File: src/rtl/acc_pkg.sv
// acc_pkg: widths shared across the accumulator datapath
package acc_pkg;
   localparam int ACC_WIDTH = 16;
   localparam int ACC_CNT_W = 16;
endpackage

File: src/rtl/acc_diff_if.sv
// acc_diff_if: input and output stream handshakes of the differencer
interface acc_diff_if import acc_pkg::*; #(parameter int WIDTH = ACC_WIDTH);
   logic             in_valid;
   logic             in_ready;
   logic [WIDTH-1:0] in_data;
   logic             out_valid;
   logic             out_ready;
   logic [WIDTH-1:0] out_data;
   logic             out_first;
   modport slave (input in_valid, in_data, out_ready, output in_ready, out_valid, out_data, out_first);
   modport master (output in_valid, in_data, out_ready, input in_ready, out_valid, out_data, out_first);
endinterface

File: src/rtl/acc_skid.sv
// acc_skid: output register plus one-entry skid; ready depends only on registered state
module acc_skid import acc_pkg::*; #(parameter int W = ACC_WIDTH + 1) (
   input  logic         clk,
   input  logic         reset,
   input  logic         clr,
   input  logic         push,
   input  logic [W-1:0] push_data,
   output logic         ready,
   input  logic         pop,
   output logic         valid,
   output logic [W-1:0] data
);
   logic         skid_valid;
   logic [W-1:0] skid_data;
   logic         drain, load_out, load_skid;
   assign drain     = valid & pop;
   assign load_out  = push & (~valid | (drain & ~skid_valid));
   assign load_skid = push & ~load_out;
   assign ready     = ~skid_valid;
   // output register refills from the skid first, otherwise from the incoming word
   always_ff @(posedge clk or negedge reset)
      if (!reset) begin
         valid      <= 1'b0;
         data       <= '0;
         skid_valid <= 1'b0;
         skid_data  <= '0;
      end else if (clr) begin
         valid      <= 1'b0;
         data       <= '0;
         skid_valid <= 1'b0;
         skid_data  <= '0;
      end else begin
         if (drain & skid_valid) begin
            data  <= skid_data;
            valid <= 1'b1;
         end else if (load_out) begin
            data  <= push_data;
            valid <= 1'b1;
         end else if (drain)
            valid <= 1'b0;
         skid_valid <= load_skid | (skid_valid & ~drain);
         if (load_skid) skid_data <= push_data;
      end
endmodule

File: src/rtl/acc_diff.sv
// acc_diff: turns a stream of running totals back into per-step increments
module acc_diff import acc_pkg::*; #(
   parameter int WIDTH = ACC_WIDTH,
   parameter int CNT_W = ACC_CNT_W
) (
   input  logic             clk,
   input  logic             reset,
   input  logic             clr,
   acc_diff_if.slave        bus,
   output logic [CNT_W-1:0] sample_cnt
);
   logic [WIDTH-1:0] prev, diff;
   logic [WIDTH:0]   out_word;
   logic             first_pend, skid_ready, accept;
   assign bus.in_ready = skid_ready & ~clr;
   assign accept       = bus.in_valid & bus.in_ready;
   assign diff         = bus.in_data - prev;
   assign {bus.out_first, bus.out_data} = out_word;
   // last total, first-sample flag and saturating accept counter
   always_ff @(posedge clk or negedge reset)
      if (!reset) begin
         prev       <= '0;
         first_pend <= 1'b1;
         sample_cnt <= '0;
      end else if (clr) begin
         prev       <= '0;
         first_pend <= 1'b1;
         sample_cnt <= '0;
      end else if (accept) begin
         prev       <= bus.in_data;
         first_pend <= 1'b0;
         sample_cnt <= &sample_cnt ? sample_cnt : sample_cnt + 1'b1;
      end
   acc_skid #(.W(WIDTH + 1)) u_skid (
      .clk       (clk),
      .reset     (reset),
      .clr       (clr),
      .push      (accept),
      .push_data ({first_pend, diff}),
      .ready     (skid_ready),
      .pop       (bus.out_ready),
      .valid     (bus.out_valid),
      .data      (out_word)
   );
endmodule

File: src/flat_wrapper.sv
// flat-port wrapper written by rule: the top's interface ports become plain ports
module acc_diff_flat import acc_pkg::*;
#(
   parameter int WIDTH = ACC_WIDTH,
   parameter int CNT_W = ACC_CNT_W
)
  (clk, reset, clr, sample_cnt, bus_in_valid, bus_in_data, bus_out_ready, bus_in_ready, bus_out_valid, bus_out_data, bus_out_first);
  acc_diff_if #(.WIDTH(WIDTH)) bus_i ();
  input  logic clk;
  input  logic reset;
  input  logic clr;
  output logic [CNT_W-1:0] sample_cnt;
  input wire logic [$bits(bus_i.in_valid)-1:0] bus_in_valid;
  input wire logic [$bits(bus_i.in_data)-1:0] bus_in_data;
  input wire logic [$bits(bus_i.out_ready)-1:0] bus_out_ready;
  output wire logic [$bits(bus_i.in_ready)-1:0] bus_in_ready;
  output wire logic [$bits(bus_i.out_valid)-1:0] bus_out_valid;
  output wire logic [$bits(bus_i.out_data)-1:0] bus_out_data;
  output wire logic [$bits(bus_i.out_first)-1:0] bus_out_first;
  assign bus_i.in_valid = bus_in_valid;
  assign bus_i.in_data = bus_in_data;
  assign bus_i.out_ready = bus_out_ready;
  assign bus_in_ready = bus_i.in_ready;
  assign bus_out_valid = bus_i.out_valid;
  assign bus_out_data = bus_i.out_data;
  assign bus_out_first = bus_i.out_first;
  acc_diff #(.WIDTH(WIDTH), .CNT_W(CNT_W)) u_core (.clk(clk), .reset(reset), .clr(clr), .bus(bus_i), .sample_cnt(sample_cnt));
endmodule
File: config.mk
export PLATFORM = sky130hd
export DESIGN_NAME = acc_diff_flat
export DESIGN_NICKNAME = d
export VERILOG_FILES = /design/src/rtl/acc_pkg.sv /design/src/rtl/acc_diff_if.sv /design/src/rtl/acc_skid.sv /design/src/rtl/acc_diff.sv /design/src/flat_wrapper.sv
export SDC_FILE = /design/constraint.sdc
export NUM_CORES = 1
export LEC_CHECK = 0
export CAP_MARGIN = 20
export CORE_MARGIN = 2
export CORE_UTILIZATION = 59
export DETAILED_ROUTE_END_ITERATION = 10
export PLACE_DENSITY_LB_ADDON = 0.05
export SYNTH_ARGS = -nofsm -noshare
export SYNTH_HDL_FRONTEND = slang
export SYNTH_SLANG_ARGS = --single-unit
File: constraint.sdc
create_clock -name clk -period 4.4 [get_ports clk]
set_clock_uncertainty 0.2 [all_clocks]
set_input_delay 0.44 -clock clk [delete_from_list [all_inputs] [get_ports clk]]
set_output_delay 0.44 -clock clk [all_outputs]
set_load 0.02 [all_outputs]
==> results of run 1 <==
[per-layer routing]
layer | vias to the layer above | track usage (%) | share of wire, % | wire (um)
met5 | - | 0 | 0 | 0
met4 | 0 | 9.235 | 1.4 | 119
met3 | 10 | 5.739 | 5.5 | 458
met2 | 86 | 37.08 | 46 | 3840
met1 | 1515 | 34.45 | 47 | 3949
li1 | 1559 | - | - | -
[cell type report]
class | count | share of cell area, %
multi-input combinational | 302 | 42.61
tap | 77 | 2.057
clock inverter | 6 | 1.870
clock buffer | 10 | 2.725
inverter | 20 | 1.603
timing repair buffer | 59 | 12.24
sequential | 69 | 36.90
[Yosys cell counts (2+ instances only)]
cell and instances:
o21ai_0 32, a211o_1 3, a21oi_1 16, o32ai_1 2, nor3b_1 3, o21a_1 3, a211oi_1 4, and2_1 5
o31ai_1 16, and4_1 3, nand3_1 8, clkbuf_1 15, nor2b_1 4, nand2_1 47, xnor2_1 12, nor2_1 31
or3_1 2, a211o_2 2, nand2b_1 6, inv_1 20, o211ai_1 2, o21ai_1 4, ha_1 17, and3_1 6
nand3b_1 16, a21o_1 5, o31a_1 3, mux2i_1 4, xor2_1 9, nor3_1 3, a22oi_1 8, nand4_1 7
a22o_1 2, dfrtp_1 68
[placed cells by master (no fill, tap or decap), types with 3 or more instances in the layout]
cell type,Yosys,layout
and3_1,6,6
a211o_1,3,3
o21ai_1,4,4
nand3b_1,16,16
buf_4,0,3
a21o_1,5,5
nand2_1,47,47
nand2b_1,6,6
a211oi_1,4,4
mux2i_1,4,4
nor2_1,31,31
inv_1,20,20
a22oi_1,8,8
o31a_1,3,3
o21ai_0,32,32
nand3_1,8,8
a21oi_1,16,16
dfrtp_1,68,68
o21a_1,3,3
clkbuf_8,0,9
and2_1,5,5
nor2b_1,4,4
nand4_1,7,7
nor3_1,3,3
and4_1,3,3
o31ai_1,16,16
xor2_1,9,9
clkdlybuf4s50_1,0,53
xnor2_1,12,12
ha_1,17,17
[repair_timing]
item	CTS	global route
setup endpoints to repair	0	0
hold buffers	1	0
endpoints found under the hold margin	30	0
[how the worst max path moves through the flow]
stage,from,end,slack [ps],depth (start not counted)
after floorplan,bus_in_data[0],u_core.u_skid.data[10]$_DFFE_PN0P_,1990,9
after global placement,bus_in_data[0],u_core.u_skid.data[10]$_DFFE_PN0P_,1420,10
after detailed placement,bus_in_data[0],u_core.u_skid.skid_data[10]$_DFFE_PN0P_,1390,10
after CTS,bus_in_data[0],u_core.u_skid.data[8]$_DFFE_PN0P_,1740,10
after global routing,bus_in_data[0],u_core.u_skid.skid_data[8]$_DFFE_PN0P_,1580,10
final,bus_in_data[0],u_core.u_skid.data[8]$_DFFE_PN0P_,1740,10
[flip-flops by register name (all words and copies together), names as in the netlist]
signal                    flops
u_core.first_pend             1
u_core.prev                  16
u_core.sample_cnt            16
u_core.u_skid.data           17
u_core.u_skid.skid_data      17
u_core.u_skid.skid_valid      1
u_core.u_skid.valid           1
[cell families (layout without fill, tap and decap cells)]
kind of cell             after synthesis  after routing
AND/OR/NAND/NOR                      146            146
AO/OA/AOI/OAI                        113            113
flip-flops                            69             69
buffers and inverters                 37             95
XOR/XNOR                              21             21
adder cells (fa/ha/maj)               18             18
multiplexers                           4              4
[power breakdown]
part           switching [mW]  internal (mW)  leakage (nW)
sequential             0.0220          0.674         0.934
combinational           0.204          0.152         0.999
clock                   0.239          0.319         0.110
[critical path, stage by stage]
cell and delay, ps:
clkdlybuf4s50_1 480, inv_1 60, ha_1 200, fa_1 440, nor2b_4 140, o31a_1 200, o31a_1 240, a21o_2 190
xnor2_1 140, o21ai_0 130
==> results by stage, run 1 <==
Timing:
- The minimum clock period is between 2000 and 3000 ps.
- The maximum clock rate is approximately 380 MHz.
- Adding up every negative setup slack in the final design gives 0 ps.
- The worst slack on hold paths is about 280 ps.
- The portion of the clock cycle consumed by the worst path in the final layout is 60.46%.
- Measured against its own limit, the worst slew margin works out to a little under a third.
- The slew at the pin closest to its max-slew limit is around 1000 ps.
- The final hold violation count came to 0.
- The final count of negative-setup-slack endpoints is 0.
- The number of max-slew violations in the final report is 0.
- The post-route worst setup slack is 1740 ps.
- Setup repair after global routing left no endpoint under its margin.

Cells and area:
- In the final layout, the share of cells above drive strength 1 is under 10%.
- The filler cells instantiated in the layout total 504.
- The register area is 1728 um^2.
- Once layout is done, the placed cells without fillers occupy about 4700 um^2.
- The final non-filler cell total is around 540.
- The area growth from synthesis to layout is 21.37%.
- The final standard cell utilization of the core is between 70% and 80%.
- In the final design database the tool counted 500 nets.
- The area taken by multi-input logic gates is about 2000 um^2.
- The number of antenna diodes in the final layout is 0.

Floorplanning:
- The die outline width is approximately 85 um.
- The row count is 29.
- The initial standard-cell utilization of the core is roughly 61%.
- The vertical extent of the die is between 80 and 90 um.
- For this design the top-level I/O count stands at 56.
- The full die area is between 7000 and 8000 um^2.
- The area inside the core boundary is ~6300 um^2.

CTS:
- The clock insertion delay at the later pin of the skew report is approximately 350 ps.
- Once the clock tree was built, the resizer swapped 0 gates to a different size.
- The number of CTS-inserted buffers is 9.
- After clock tree synthesis, the clock-pin slew on the worst setup and hold paths is around 80 ps.
- The clock root buffer is clkbuf_8.
- The TritonCTS clock tree is yes.
- The clock passes through at most 2 buffers.
- The clock sink count is 69.
- CTS built an H-tree with a depth of 3.
- The number of buffers inserted to repair setup after CTS is 0.

Logic synthesis:
- The mean area per synthesized cell is 9.458 um^2.
- Counting distinct cell types in the post-synthesis netlist gives between 50 and 60.
- The number of nets handed over by synthesis was 447.
- By area, the combinational part of the netlist is dominated by compound AO/OA/AOI/OAI gates.
- The Yosys step of the flow raised 0 warnings.
- The primary flip-flop cell chosen by synthesis mapping is dfrtp_1.
- The cell count after synthesis came out at 408.
- In the post-synthesis netlist, the biggest area contributors are dfrtp_1, ha_1, nand2_1.
- In this run, synthesis inferred 0 flip-flops with an integrated enable.
- The library cell with the largest summed area after synthesis is dfrtp_1.
- The flip-flop and latch count after synthesis is approximately 70.
- The sequential share of the synthesized area is between 40% and 50%.
- Of the total synthesized cell area, the portion taken by XOR and XNOR cells is under 10%.
- In the synthesized netlist the async set-or-reset flop fraction comes to 100.0%.
- The share of the synthesized area in compound gates (AO/OA/AOI/OAI) is 20.36%.
- The top cell type's share of synthesized area is between 40 and 50%.
- The synthesized netlist devotes between 6 and 7% of its cell area to adder and majority cells.
- Of the total synthesized cell area, the portion taken by AND, OR, NAND and NOR gates is roughly 19%.
- The cell area after technology mapping is 3859 um^2.
- Measured against the total synthesized area, the mux share comes to 1.038%.

Worst setup path:
- At the worst endpoint, the arrival time is around 2700 ps.
- STA classifies the critical path startpoint as a primary input.
- The capturing point of the worst reg2reg path is u_core.u_skid.skid_data[10]$_DFFE_PN0P_.
- The worst-path maximum fanout is 4.
- STA classifies the critical path endpoint as a register.
- The worst register-to-register path has a setup slack of 1970 ps.
- Measured in cells, the most critical reg-to-reg path has a length of 8.
- The startpoint identified for the worst register-to-register timing path is u_core.prev[0]$_DFFE_PN0P_.
- Data on the critical path is required at its endpoint by roughly 4400 ps.
- By startpoint and endpoint, the worst setup path is classified as primary input to register.

GRT:
- The via count of the first global-routing pass is 3,024.
- The first-pass GRT wire length is roughly 14,000 um.
- Global routing finished with a remaining overflow of 0.
- The initial antenna violation count is 0.
- The total routing resource utilization after global routing is 24.43%.
- The pin count of the biggest net entering global routing is ~60.

Flow run:
- Max-cap violations in this run came to 0.

Drt:
- The number of vias after detailed routing is 3,170.
- The average vias per placed instance is 5.838.
- The final wirelength is ~8400 um.
- The number of iterations in the first detailed-routing pass is 4.
- The routed length per placed instance is about 15 um.
- The detail route stage leaves a number of antenna-violating nets equal to 0.
- The DRC violation total after the first TritonRoute iteration is 96.
- The post-route DRC violation count is 0.

Place:
- At the end of routability-driven placement, the weighted congestion stood at 0.8371.
- Prior to clock tree synthesis, the placed netlist has a worst setup slack of roughly 1400 ps.
- Counting tap cells, the placed design contains a total of roughly 530 instances.
- In this run the tool buffered the top-level ports with 55 buffer cells.
- The total half-perimeter wirelength after legalization and detailed placement is between 5000 and 6000 um.
- The instance area at placement is 4458 um^2.

Min path:
- The launch instance of the worst min-delay path is u_core.u_skid.data[2]$_DFFE_PN0P_.
- In this run the worst hold path is classified as register to register.
- Along the worst hold path, the cell count comes to 2.
- The path with the worst hold slack has its endpoint at u_core.u_skid.data[2]$_DFFE_PN0P_.

Power and ir drop:
- The leakage power summed over all cells is 2.043 nW.
- The post-route total power is roughly 1.6 mW.
- The maximum vdd drop is 0.2235 mV.
- The areal power density over the cells is between 300 and 400 nW/um^2.

Run status:
- The run finished with clean final reports.
(Power assumes the default switching activity.)
==> run 2, diff against run 1 <==
--- a/config.mk
+++ b/config.mk
@@ -7,7 +7,7 @@
 export LEC_CHECK = 0
 export CAP_MARGIN = 20
 export CORE_MARGIN = 2
-export CORE_UTILIZATION = 59
+export CORE_UTILIZATION = 49
 export DETAILED_ROUTE_END_ITERATION = 10
 export PLACE_DENSITY_LB_ADDON = 0.05
 export SYNTH_ARGS = -nofsm -noshare
==> constraint.sdc (replaced) <==
create_clock -name clk -period 2.2 [get_ports clk]
set_clock_uncertainty 0.2 [all_clocks]
set_input_delay 0.22 -clock clk [delete_from_list [all_inputs] [get_ports clk]]
set_output_delay 0.22 -clock clk [all_outputs]
set_load 0.02 [all_outputs]
==> run 2 against run 1 <==
Effect of this change: the flow now finishes with violations (setup timing); count of clock-buffer cells in the layout is the same; via count up 7.3%; non-clock buffer count up 69; final area is 18% higher; sequential power grew 100%; register-to-register slack worse by 2200 ps; wire length up 13%; sequential share of layout area is 5.5 points lower; global-route usage fell by 0.56 points; first-iteration DRC count is 30% higher; clock power is 130% higher; power is 130% higher; critical path type is now register to register; critical endpoint is now u_core.u_skid.skid_data[13]$_DFFE_PN0P_; largest cell class unchanged.
==> results by stage, run 2 (synthesis gave the netlist of run 1 again) <==
Drt:
- The average vias per placed instance is 5.338.
- The number of vias after detailed routing is roughly 3,400.
- For this block, the routed nets add up to ~9400 um of wire.
- Before antenna repair, the detailed router went through 4 iterations.
- The residual antenna-violating net count after detailed routing is 0.
- The routed length per placed instance is ~15 um.
- The DRC violation total after the first TritonRoute iteration is between 100 and 150.
- After detailed routing, the number of remaining DRC violations is 0.

Worst setup path:
- STA classifies the critical path startpoint as a register.
- The stage delay of the slowest cell on the critical path is roughly 400 ps.
- The critical path goes through buf_4, buf_6, buf_6, ha_4, nor2b_4, o211ai_1, buf_4, a211oi_4, o211ai_1, buf_4, a211o_1, nand3_1.
- For the worst setup path, the data arrival time is 2480 ps.
- The kind of critical path is register to register.
- The reg-to-reg startpoint is u_core.prev[0]$_DFFE_PN0P_.
- The worst-path maximum fanout is 4.
- The most used cell along the critical path is buf_4.
- The depth of the worst register-to-register path is 12.
- The kind of capture point of the worst setup path is a register.
- STA puts the critical path data required time at about 2300 ps.
- In this run the worst setup path terminates at u_core.u_skid.skid_data[13]$_DFFE_PN0P_.
- The worst-case register-to-register setup slack is -200 ps.
- The endpoint identified for the worst register-to-register timing path is u_core.u_skid.skid_data[13]$_DFFE_PN0P_.
- The slowest stage of the critical path belongs to the cell dfrtp_1.
- Tracing the worst setup path back leads to its startpoint at u_core.prev[0]$_DFFE_PN0P_.

Cells and area:
- The leading cell type in the layout, fill and taps excluded is dfrtp_1.
- The final standard cell utilization of the core is between 70% and 80%.
- The synthesis-to-layout area growth is 42.90%.
- The post-layout net count is 569.
- In the layout the commonest cells are dfrtp_1, buf_4, clkdlybuf4s50_1, nand2_1, nor2_1.
- Fill cells in the final layout number just over 600.
- The register area is 1729 um^2.
- The area taken by multi-input logic gates is between 2000 and 2500 um^2.
- The final non-filler cell total is approximately 640.
- In the final layout, the registers with the most flip-flops are u_core.u_skid.data (17), u_core.u_skid.skid_data (17).
- The ratio of cells with drive above 1 in the final layout is between 20% and 30%.
- 0 antenna diodes ended up in the layout.

CTS:
- The clock insertion delay at the later pin of the skew report is 340 ps.
- TritonCTS built the clock tree.
- The number of buffers between clock root and the deepest sink is 2.
- CTS placed an instance of clkbuf_8 at the clock tree root.
- After clock tree synthesis, the clock-pin slew on the worst setup and hold paths is roughly 80 ps.
- TritonCTS created 9 clock buffers.
- Clock tree synthesis found a total of 69 sinks.
- The H-tree generated during clock tree synthesis spans 3 levels.

Floorplanning:
- The area inside the core boundary is about 7700 um^2.
- The die covers 8601 um^2.
- The initial standard-cell utilization of the core is 50.20%.
- Row generation in the floorplan step produced 32 rows.
- The I/O pin total is 56.
- The die outline width is 92.74 um.
- The floorplan step set the die height to between 90 and 100 um.

Power and ir drop:
- The share of power burned in combinational logic is roughly 27%.
- The areal power density over the cells is ~670 nW/um^2.
- Per report_power, the clock group accounts for between 30% and 40% of the total.
- The net switching power is roughly 1.0 mW.
- In this run switching power makes up between 20% and 30% of total power.
- The total internal power is 2.628 mW.
- Sequential cells account for ~38% of the total power.
- The leakage power summed over all cells is between 2 and 2.5 nW.
- The post-route total power is around 3.7 mW.
- The maximum vdd drop is approximately 0.33 mV.

Run status:
- The final reports fail on setup timing.
- The flow ran to the end, but the final reports show violations.

Timing:
- The worst pin sits at a relative slew slack of ~55%.
- The final setup TNS is -2494 ps.
- The maximum clock rate is roughly 420 MHz.
- The number of max-slew violations in the final report is 0.
- The post-route worst setup slack is -201.9 ps.
- At the pin with the least slew margin, the transition time is approximately 680 ps.
- The portion of the clock cycle consumed by the worst path in the final layout is 109.2%.
- The final count of negative-setup-slack endpoints is 19.
- The routed design could run at a clock period as short as 2402 ps.
- The final hold violation count is 0.
- Setup repair after global routing could not meet its margin everywhere.

GRT:
- The via count of the first global-routing pass is 3,482.
- In the global route stage, overall resource usage came out at between 20% and 30%.
- The first-pass GRT wire length is about 16,000 um.
- The pin count of the biggest net entering global routing is 31.
- The final global-route overflow total is 0.
- The initial antenna violation count is 0.

Min path:
- The startpoint identified for the worst hold timing path is clr.
- The path class of the lowest-slack min-delay path is primary input to register.

Place:
- The post-placement setup slack is -555.8 ps.
- The HPWL after detailed placement is slightly below 7000 um.
- The last weighted congestion value of the routability-driven placer is 0.8754.
- The number of port buffers is 55.
- The post-placement cell count is between 600 and 700.

Flow run:
- The reported max-cap violation count is 0.
## run 2: cell types whose count changed in the layout (fill, tap and decap cells not counted), sizes merged
cell / before / now
buf: 5 / 74
clkinv: 4 / 1
dlygate4sd2: 0 / 2
clkinvlp: 0 / 2
bufinv: 2 / 3
clkdlybuf4s50: 53 / 51
## run 2: critical path: cells and delay by family (launching register included)
| family | cells | cell delay [ps] |
|---|---|---|
| buffers and inverters | 5 | 690 |
| adders and majority gates | 1 | 160 |
| and+or+nand+nor | 2 | 180 |
| DFF | 1 | 400 |
| AOI/OAI and AO/OA | 4 | 730 |
## run 2: power groups by stage
| stage | clock network, mW | logic (mW) | registers (mW) |
|---|---|---|---|
| floorplan | 0 | 0.404 | 1.46 |
| global placement | 0 | 0.845 | 1.41 |
| global route | 1.35 | 1.09 | 1.40 |
| CTS | 1.29 | 0.970 | 1.39 |
| detailed placement | 0 | 0.859 | 1.41 |
| finish | 1.28 | 1.00 | 1.39 |
## run 2: area by class of cell
cell class	instances	share of cell area [%]
Inverter	20	1.361
Sequential cell	69	31.36
Timing Repair Buffer	128	20.54
Clock inverter	6	1.997
Multi-Input combinational cell	302	39.94
Tap cell	102	2.314
Clock buffer	10	2.496
## run 2: through the flow
step	instance area, um^2	hold slack, ps
after floorplan	3874	-275.6
after global placement	4957	34.31
after detailed placement	4957	36.39
after CTS	5463	22.22
after global routing	5514	40.84
final	5514	29.00
## run 2: per-layer routing
layer	share of wire, %	routed length [um]	global-route usage [%]
met2	48	4563	38.99
met1	47	4417	31.99
met5	0	0	0
met3	3.5	330	4.231
met4	1.4	133	8.578
## run 2: what timing repair did
item | 4_1_cts | 5_1_grt
resized for setup | 41 | 17
hold endpoints to repair | 18 | 0
buffers inserted | 11 | 2
pin swaps | 22 | 10
hold buffers | 1 | 0
setup endpoints to repair | 18 | 27
## run 2: worst min path at each step
stage                     cells after the start                                  to  slack, ps
final                                         2    u_core.sample_cnt[6]$_DFFE_PN0P_         30
after global routing                          2    u_core.sample_cnt[7]$_DFFE_PN0P_         40
after CTS                                     2    u_core.sample_cnt[7]$_DFFE_PN0P_         20
after detailed placement                      1  u_core.u_skid.data[16]$_DFFE_PN0P_         40
after global placement                        1  u_core.u_skid.data[16]$_DFFE_PN0P_         30
after floorplan                               0          u_core.prev[0]$_DFFE_PN0P_       -280
